--- config.mk ---
export PLATFORM = sky130hd
export DESIGN_NAME = masked_cmp
export DESIGN_NICKNAME = d
export VERILOG_FILES = /design/src/rtl/masked_cmp.sv
export SDC_FILE = /design/constraint.sdc
export NUM_CORES = 1
export LEC_CHECK = 0
export CORE_AREA = 10 10 295 297
export DETAILED_ROUTE_END_ITERATION = 10
export DIE_AREA = 0 0 305 307
export PLACE_DENSITY = 0.38
export SETUP_SLACK_MARGIN = 0.5
export SYNTH_ARGS = -nofsm -noshare
export SYNTH_HDL_FRONTEND = slang
export SYNTH_SLANG_ARGS = --single-unit
--- constraint.sdc ---
create_clock -name vclk -period 2.05
set_clock_uncertainty 0.2 [all_clocks]
set_input_delay 0.41 -clock vclk [all_inputs]
set_output_delay 0.41 -clock vclk [all_outputs]
set_load 0.02 [all_outputs]
--- src/rtl/masked_cmp.sv ---
// Masked inequality of two words; unknown masked bits report a mismatch.
module masked_cmp #(
    parameter int W = 256
) (
    input  logic [W-1:0] a_i,
    input  logic [W-1:0] b_i,
    input  logic [W-1:0] mask_i,
    output logic         mismatch_o
);
    logic [W-1:0] diff;

    assign diff = (a_i ^ b_i) & mask_i;

    // Defaulting to 1 makes an X/Z difference fall through as a mismatch.
    always_comb begin
        mismatch_o = 1'b1;
        if (diff == '0) mismatch_o = 1'b0;
    end
endmodule

After elaboration in Yosys (flattened, before gate mapping)

Cells that the tools add are included.
Widths: inputs -> output; s select.

Mux-type cells: 1
Bitwise logic cells: 2
Reductions and logical operators: 1

Operator list:

| kind              | count |
|---|---|
| $and 256x256->256 | 1 |
| $logic_not 256->1 | 1 |
| $xor 256x256->256 | 1 |
| $mux 1            | 1 |

Register bits: 0
Input bits: 768
Output and inout bits: 1

Logic depth before layout (Yosys ltp)

Gate-level depths: netlist (run 1).

Word-level depth: 4
Gate-level depth with buffers: 6

Worst setup path before layout (run 1)

Ideal clock, no wire load.

Path type: input-to-output
From: in b_i[153]
To: out mismatch_o
Data arrival time: 1.489 ns
Data required time: 1.440 ns
Slack: -0.049 ns
Stages: 6
Path buffers: 0
Path through: xor2_1 -> a22oi_1 -> nand4_1 -> nor4_1 -> nand4_1 -> or2_1

Cells in the longest elaborated chain, start to end: 4

Ends and longest elaborated chain:

| what               | RTL line | RTL |
|---|---|---|
| start: declaration | 6        | `input logic [W-1:0] b_i,` |
| $xor 256x256->256  | 12       | `assign diff = (a_i ^ b_i) & mask_i;` |
| $and 256x256->256  | 12       |  |
| $logic_not 256->1  | 17       | `if (diff == '0) mismatch_o = 1'b0;` |
| $mux 1             | 17       |  |
| end: declaration   | 8        | `output logic mismatch_o` |

No other way between the ends.

Worst setup path after layout (run 1)

From: in mask_i[44]
To: out mismatch_o

Cells in the longest elaborated chain, start to end: 3

Ends and longest elaborated chain:

| what               | RTL line | RTL |
|---|---|---|
| start: declaration | 7        | `input logic [W-1:0] mask_i,` |
| $and 256x256->256  | 12       |  |
| $logic_not 256->1  | 17       |  |
| $mux 1             | 17       |  |

No other way between the ends.

==> impl_metrics.tcl, run 1 <==
set metrics [dict create \
    status "complete, but fails checks" \
    violations "setup timing" \
    fin_cells 2298 \
    drt-total-wl_um 66500 \
    grt_start_max_net_pins 2 \
    synthTopCellsByCount "256 x xor2_1, 128 x a22oi_1, 34 x nand4_1" \
    crit_type "in2out" \
    hold_class "in2out" \
    switching_share_pct 43.4 \
    nFlopsAndLatches 0 \
    crit_fanout 1 \
    synth_area_leaders "xor2_1 64%, a22oi_1 28%, nand4_1 6.1%, nor4_1 1.3%, nor4_2 0.36%" \
    internal_power_uw 1590 \
    finalSetupViolCount 1 \
    arrival_ns 2.35 \
    dp_hpwl_um 63300 \
    vias_per_cell 3.01 \
    fin_crit_sh_pct 144 \
    fin_crit_ns 2.96 \
    drive_gt1_share_pct 28.1 \
    seq_power_share_pct 0 \
    area_growth_syn_to_layout_pct 323 \
    slew_headroom_pct 66.6 \
    worstHoldPathCells 7 \
    globalRouteOverflowTotal 0 \
    slew_violations 0 \
    fmax_mhz 338 \
    first_pass_iters 4 \
    final_antenna_net_count 0 \
    rsz0062_at_grt "yes" \
    fp.coreArea_mm2 0.0813 \
    syn_area_mm2 0.00348 \
    tightest_slew_ns 0.499 \
    tns_ns -0.912 \
    io_pins 769 \
    post-route-drc-count 0 \
    syn_nets 1195 \
    port_buffers 769 \
    grt_pass1_wl_um 83200 \
    cap_violations 0 \
    syn_area_per_cell_um2 8.15 \
    required_ns 1.44 \
    synth.most_common_cell "xor2_1" \
    drtIter0Drc 288 \
    dp.cells 2285 \
    path_depth 8 \
    start_util_pct 4.28 \
    clockPowerShare_pct 0 \
    place.gp.congestion 0.879 \
    fin_nets 1985 \
    hold_violations 0 \
    start_kind "input port" \
    yosys.cell_types.count 6 \
    vias 6920 \
    setup_slack_ns -0.912 \
    leakage_uw 0.00767 \
    die_y_um 307 \
    dp_slack_ns -1.75 \
    nClkBuffers 0 \
    netlist_instances 427 \
    cts_hold_buf 0 \
    wl_per_cell_um 28.9 \
    critPathCaptureType "output port" \
    path_buf_inv 3 \
    grt_pass1_vias 7975 \
    critPathTopFamily "simple AND/OR/NAND/NOR gates" \
    synth_area_leader_cell "xor2_1" \
    ys_warn_count 0 \
    comb_power_share_pct 100.0 \
    p_sw_uw 1220 \
    die_w_um 305 \
    powerDensity_mw_per_mm2 191 \
    dpl-instance-area_mm2 0.0127 \
    ir_worst_vdd_uv 70.1 \
    seqCellArea_um2 0 \
    antenna_found_initial 69 \
    postCtsSetupRepairBufs 0 \
    cp_slowest_cell "clkdlybuf4s50_1" \
    synth_top_area_share_pct 64.5 \
    dieArea_mm2 0.0936 \
    final_area_mm2 0.0147 \
    path_common_cell "nand4_1" \
    yosysSeqAreaShare_pct 0 \
    max_stage_delay_ns 0.44 \
    cp_cell_sequence "clkdlybuf4s50_1 > a22oi_1 > nand4_1 > nor4_2 > buf_4 > nand4_1 > or2_4 > buf_6" \
    grt_usage_pct 13.2 \
    rows 105 \
]
timing repair:
item	4_1_cts	5_1_grt
pin swaps	166	268
gates resized for setup	425	604
setup endpoints to repair	1	1
gates cloned	0	0
final cells by class:
cell class,instances,area [um^2]
fillers,9061,66600
multi-input cells,427,5310
well taps,1070,1340
repair buffers,788,8030
diodes,13,32.5
power by group through the flow:
| stage | logic (uW) | clock network, uW | registers [uW] |
|---|---|---|---|
| 6_report | 2820 | 0.000852 | 0 |
| 3_5_place_dp | 2740 | 0 | 0 |
| 2_1_floorplan | 534 | 0 | 0 |
| 5_1_grt | 3000 | 0.000392 | 0 |
| 4_1_cts | 2760 | 0 | 0 |
| 3_3_place_gp | 2730 | 0 | 0 |
cell usage in the layout (no fill, tap or decap), drive strengths merged:
master         netlist  final
a22oi              128    128
dlygate4sd2          0    119
buf                  0     33
or2                  1      1
dlymetal6s2s         0    279
clkbuf               0     75
xor2               256    256
clkdlybuf4s15        0     46
diode                0     13
nand4               34     34
nor4                 8      8
clkdlybuf4s50        0    236
cells by family after synthesis:
group | count (synthesis) | share of synthesized area, %
compound gates | 128 | 27.6
simple gates | 43 | 7.91
xor+xnor | 256 | 64.5
worst min-delay path: cells and delay by family:
kind                   cells  cell delay, ns
and+or+nand+nor            4            0.60
buffers and inverters      2            0.22
AOI/OAI and AO/OA          1            0.08
stage by stage:
stage	utilization, %	total power, uW	hold slack [ns]
2_1_floorplan	-	534	0.958
3_3_place_gp	15.6	2730	1.78
4_1_cts	16.3	2760	1.78
5_1_grt	18.1	3000	1.63
6_report	18.1	2820	1.54
3_5_place_dp	15.6	2740	1.78
metal layers:
metal	track usage, %	vias up	share of wire [%]
li1	-	3056	-
met1	16.1	3204	41
met2	23.5	544	50
met3	4.18	94	8.3
met4	0.490	22	0.68
met5	0	-	0.23
worst paths after layout:
path	startpoint	end	slack (ns)
max	mask_i[44]	mismatch_o	-0.91
min	mask_i[106]	mismatch_o	1.54
No activity file was read; power rests on OpenSTA's default activity.
==> run 2, diff against run 1 <==
--- a/config.mk
+++ b/config.mk
@@ -5,10 +5,10 @@
 export SDC_FILE = /design/constraint.sdc
 export NUM_CORES = 1
 export LEC_CHECK = 0
-export CORE_AREA = 10 10 295 297
+export CORE_AREA = 2 2 295 297
 export DETAILED_ROUTE_END_ITERATION = 10
-export DIE_AREA = 0 0 305 307
-export PLACE_DENSITY = 0.38
+export DIE_AREA = 0 0 297 299
+export PLACE_DENSITY = 0.37
 export SETUP_SLACK_MARGIN = 0.5
 export SYNTH_ARGS = -nofsm -noshare
 export SYNTH_HDL_FRONTEND = slang
==> run 2 against run 1 <==
Net effect:
- the run still ends with setup timing left
- non-clock buffer count decreased by 7
- first-iteration DRC count increased by 0.69%
- worst hold slack got worse by 0.074 ns
- routed wire length decreased by 3.2%
- global-route usage increased by 0.69 points
- largest power group unchanged
==> impl_metrics.tcl, run 2 (synthesis results as in run 1) <==
set metrics [dict create \
    status "complete, but fails checks" \
    violations "setup timing" \
    wl_per_cell_um 27.0 \
    antenna_found_initial 104 \
    fin_nets 1978 \
    rsz0062_at_grt "yes" \
    critPathTopFamily "simple AND/OR/NAND/NOR gates" \
    slew_violations 0 \
    nClkBuffers 0 \
    die_y_um 299 \
    seq_power_share_pct 0 \
    dieArea_mm2 0.0888 \
    postCtsSetupRepairBufs 0 \
    start_util_pct 4.05 \
    slew_headroom_pct 63.8 \
    die_w_um 297 \
    comb_power_share_pct 100.0 \
    hold_class "in2out" \
    fmax_mhz 348 \
    fin_crit_ns 2.87 \
    holdWs_ns 1.46 \
    fin_util_pct 16.7 \
    cp_cell_sequence "clkdlybuf4s50_1 > xor2_1 > a22oi_1 > nand4_1 > nor4_2 > buf_4 > nand4_1 > or2_4 > buf_6" \
    path_depth 9 \
    place.gp.congestion 0.846 \
    cp_slowest_cell "clkdlybuf4s50_1" \
    first_pass_iters 4 \
    p_sw_uw 1270 \
    powerDensity_mw_per_mm2 197 \
    finalSetupViolCount 1 \
    globalRouteOverflowTotal 0 \
    port_buffers 769 \
    path_buf_inv 3 \
    drive_gt1_share_pct 29.4 \
    rows 108 \
    crit_type "in2out" \
    power.total_uw 2810 \
    fin_crit_sh_pct 140 \
    leakage_uw 0.00608 \
    mostFrequentLayoutCells "284 x clkdlybuf4s50_1, 227 x dlygate4sd2_1, 118 x xor2_2" \
    drt-total-wl_um 64400 \
    internal_power_uw 1540 \
    grt_pass1_vias 7854 \
    nFlopsAndLatches 0 \
    required_ns 1.44 \
    dp_hpwl_um 61600 \
    switching_share_pct 45.1 \
    worstHoldPathCells 8 \
    arrival_ns 2.26 \
    vias_per_cell 2.95 \
    io_pins 769 \
    grt_pass1_wl_um 80400 \
    vias 7020 \
    path_common_cell "nand4_1" \
    hp-start "mask_i[204]" \
    area_growth_syn_to_layout_pct 312 \
    grt_usage_pct 13.9 \
    hold_end "mismatch_o" \
    fp.coreArea_mm2 0.0859 \
    start_kind "input port" \
    tns_ns -0.823 \
    cts_hold_buf 0 \
    hold_violations 0 \
    drtIter0Drc 290 \
    final_antenna_net_count 0 \
    crit_fanout 1 \
    tightest_slew_ns 0.541 \
    layout_commonest_cell "clkdlybuf4s50_1" \
    clockPowerShare_pct 0 \
    post-route-drc-count 0 \
    max_stage_delay_ns 0.43 \
    grt_start_max_net_pins 2 \
    cap_violations 0 \
    setup_slack_ns -0.823 \
    fill_cells 9753 \
    ir_worst_vdd_uv 69.4 \
    critPathCaptureType "output port" \
    seqCellArea_um2 0 \
]
## run 2: power groups by stage
stage,logic [uW],registers [uW],clock network (uW)
final,2810,0,0.00117
after global routing,3020,0,0.000658
after CTS,2830,0,0
after detailed placement,2750,0,0
after global placement,2730,0,0
after floorplan,534,0,0
## run 2: worst max-delay path by stage
stage          slack, ns    endpoint  startpoint
3_3_place_gp       -1.74  mismatch_o    b_i[188]
2_1_floorplan      -0.02  mismatch_o    b_i[246]
4_1_cts            -0.92  mismatch_o    a_i[150]
5_1_grt            -0.95  mismatch_o    b_i[140]
3_5_place_dp       -1.70  mismatch_o    b_i[188]
6_report           -0.82  mismatch_o     b_i[63]
## run 2: final cells by class
type | instances | area, um^2 | share of cell area, %
Timing Repair Buffer | 781 | 7260 | 50.8
Multi-Input combinational cell | 427 | 5560 | 38.8
Tap cell | 1155 | 1450 | 10.1
Antenna cell | 19 | 47.5 | 0.332
## run 2: metrics by stage
stage	cell area, um^2	setup WS, ns	cells
after floorplan	3480	-0.0223	427
after global placement	12700	-1.74	2363
after detailed placement	12700	-1.70	2363
after CTS	13900	-0.917	2363
after global routing	14300	-0.952	2373
final	14300	-0.823	2382
## run 2: worst min-delay path, cell delays in order
cell and delay, ns:
dlymetal6s2s_1 0.11, a22oi_2 0.06, nand4_1 0.13, nor4_2 0.08, buf_4 0.12, nand4_1 0.09
or2_4 0.13, buf_6 0.11
## run 2: timing repair
item / in CTS / in global routing
endpoints found under the setup margin: 1 / 1
gates resized for setup: 765 / 319
pin swaps: 258 / 179
cloned: 0 / 0
## run 2: routing by layer
layer	vias to the layer above	global-route usage (%)	wire length, um
met5	-	0	279
met4	44	2.60	1600
met3	166	4.74	5690
met2	592	23.9	30900
met1	3157	16.8	25900
li1	3061	-	-
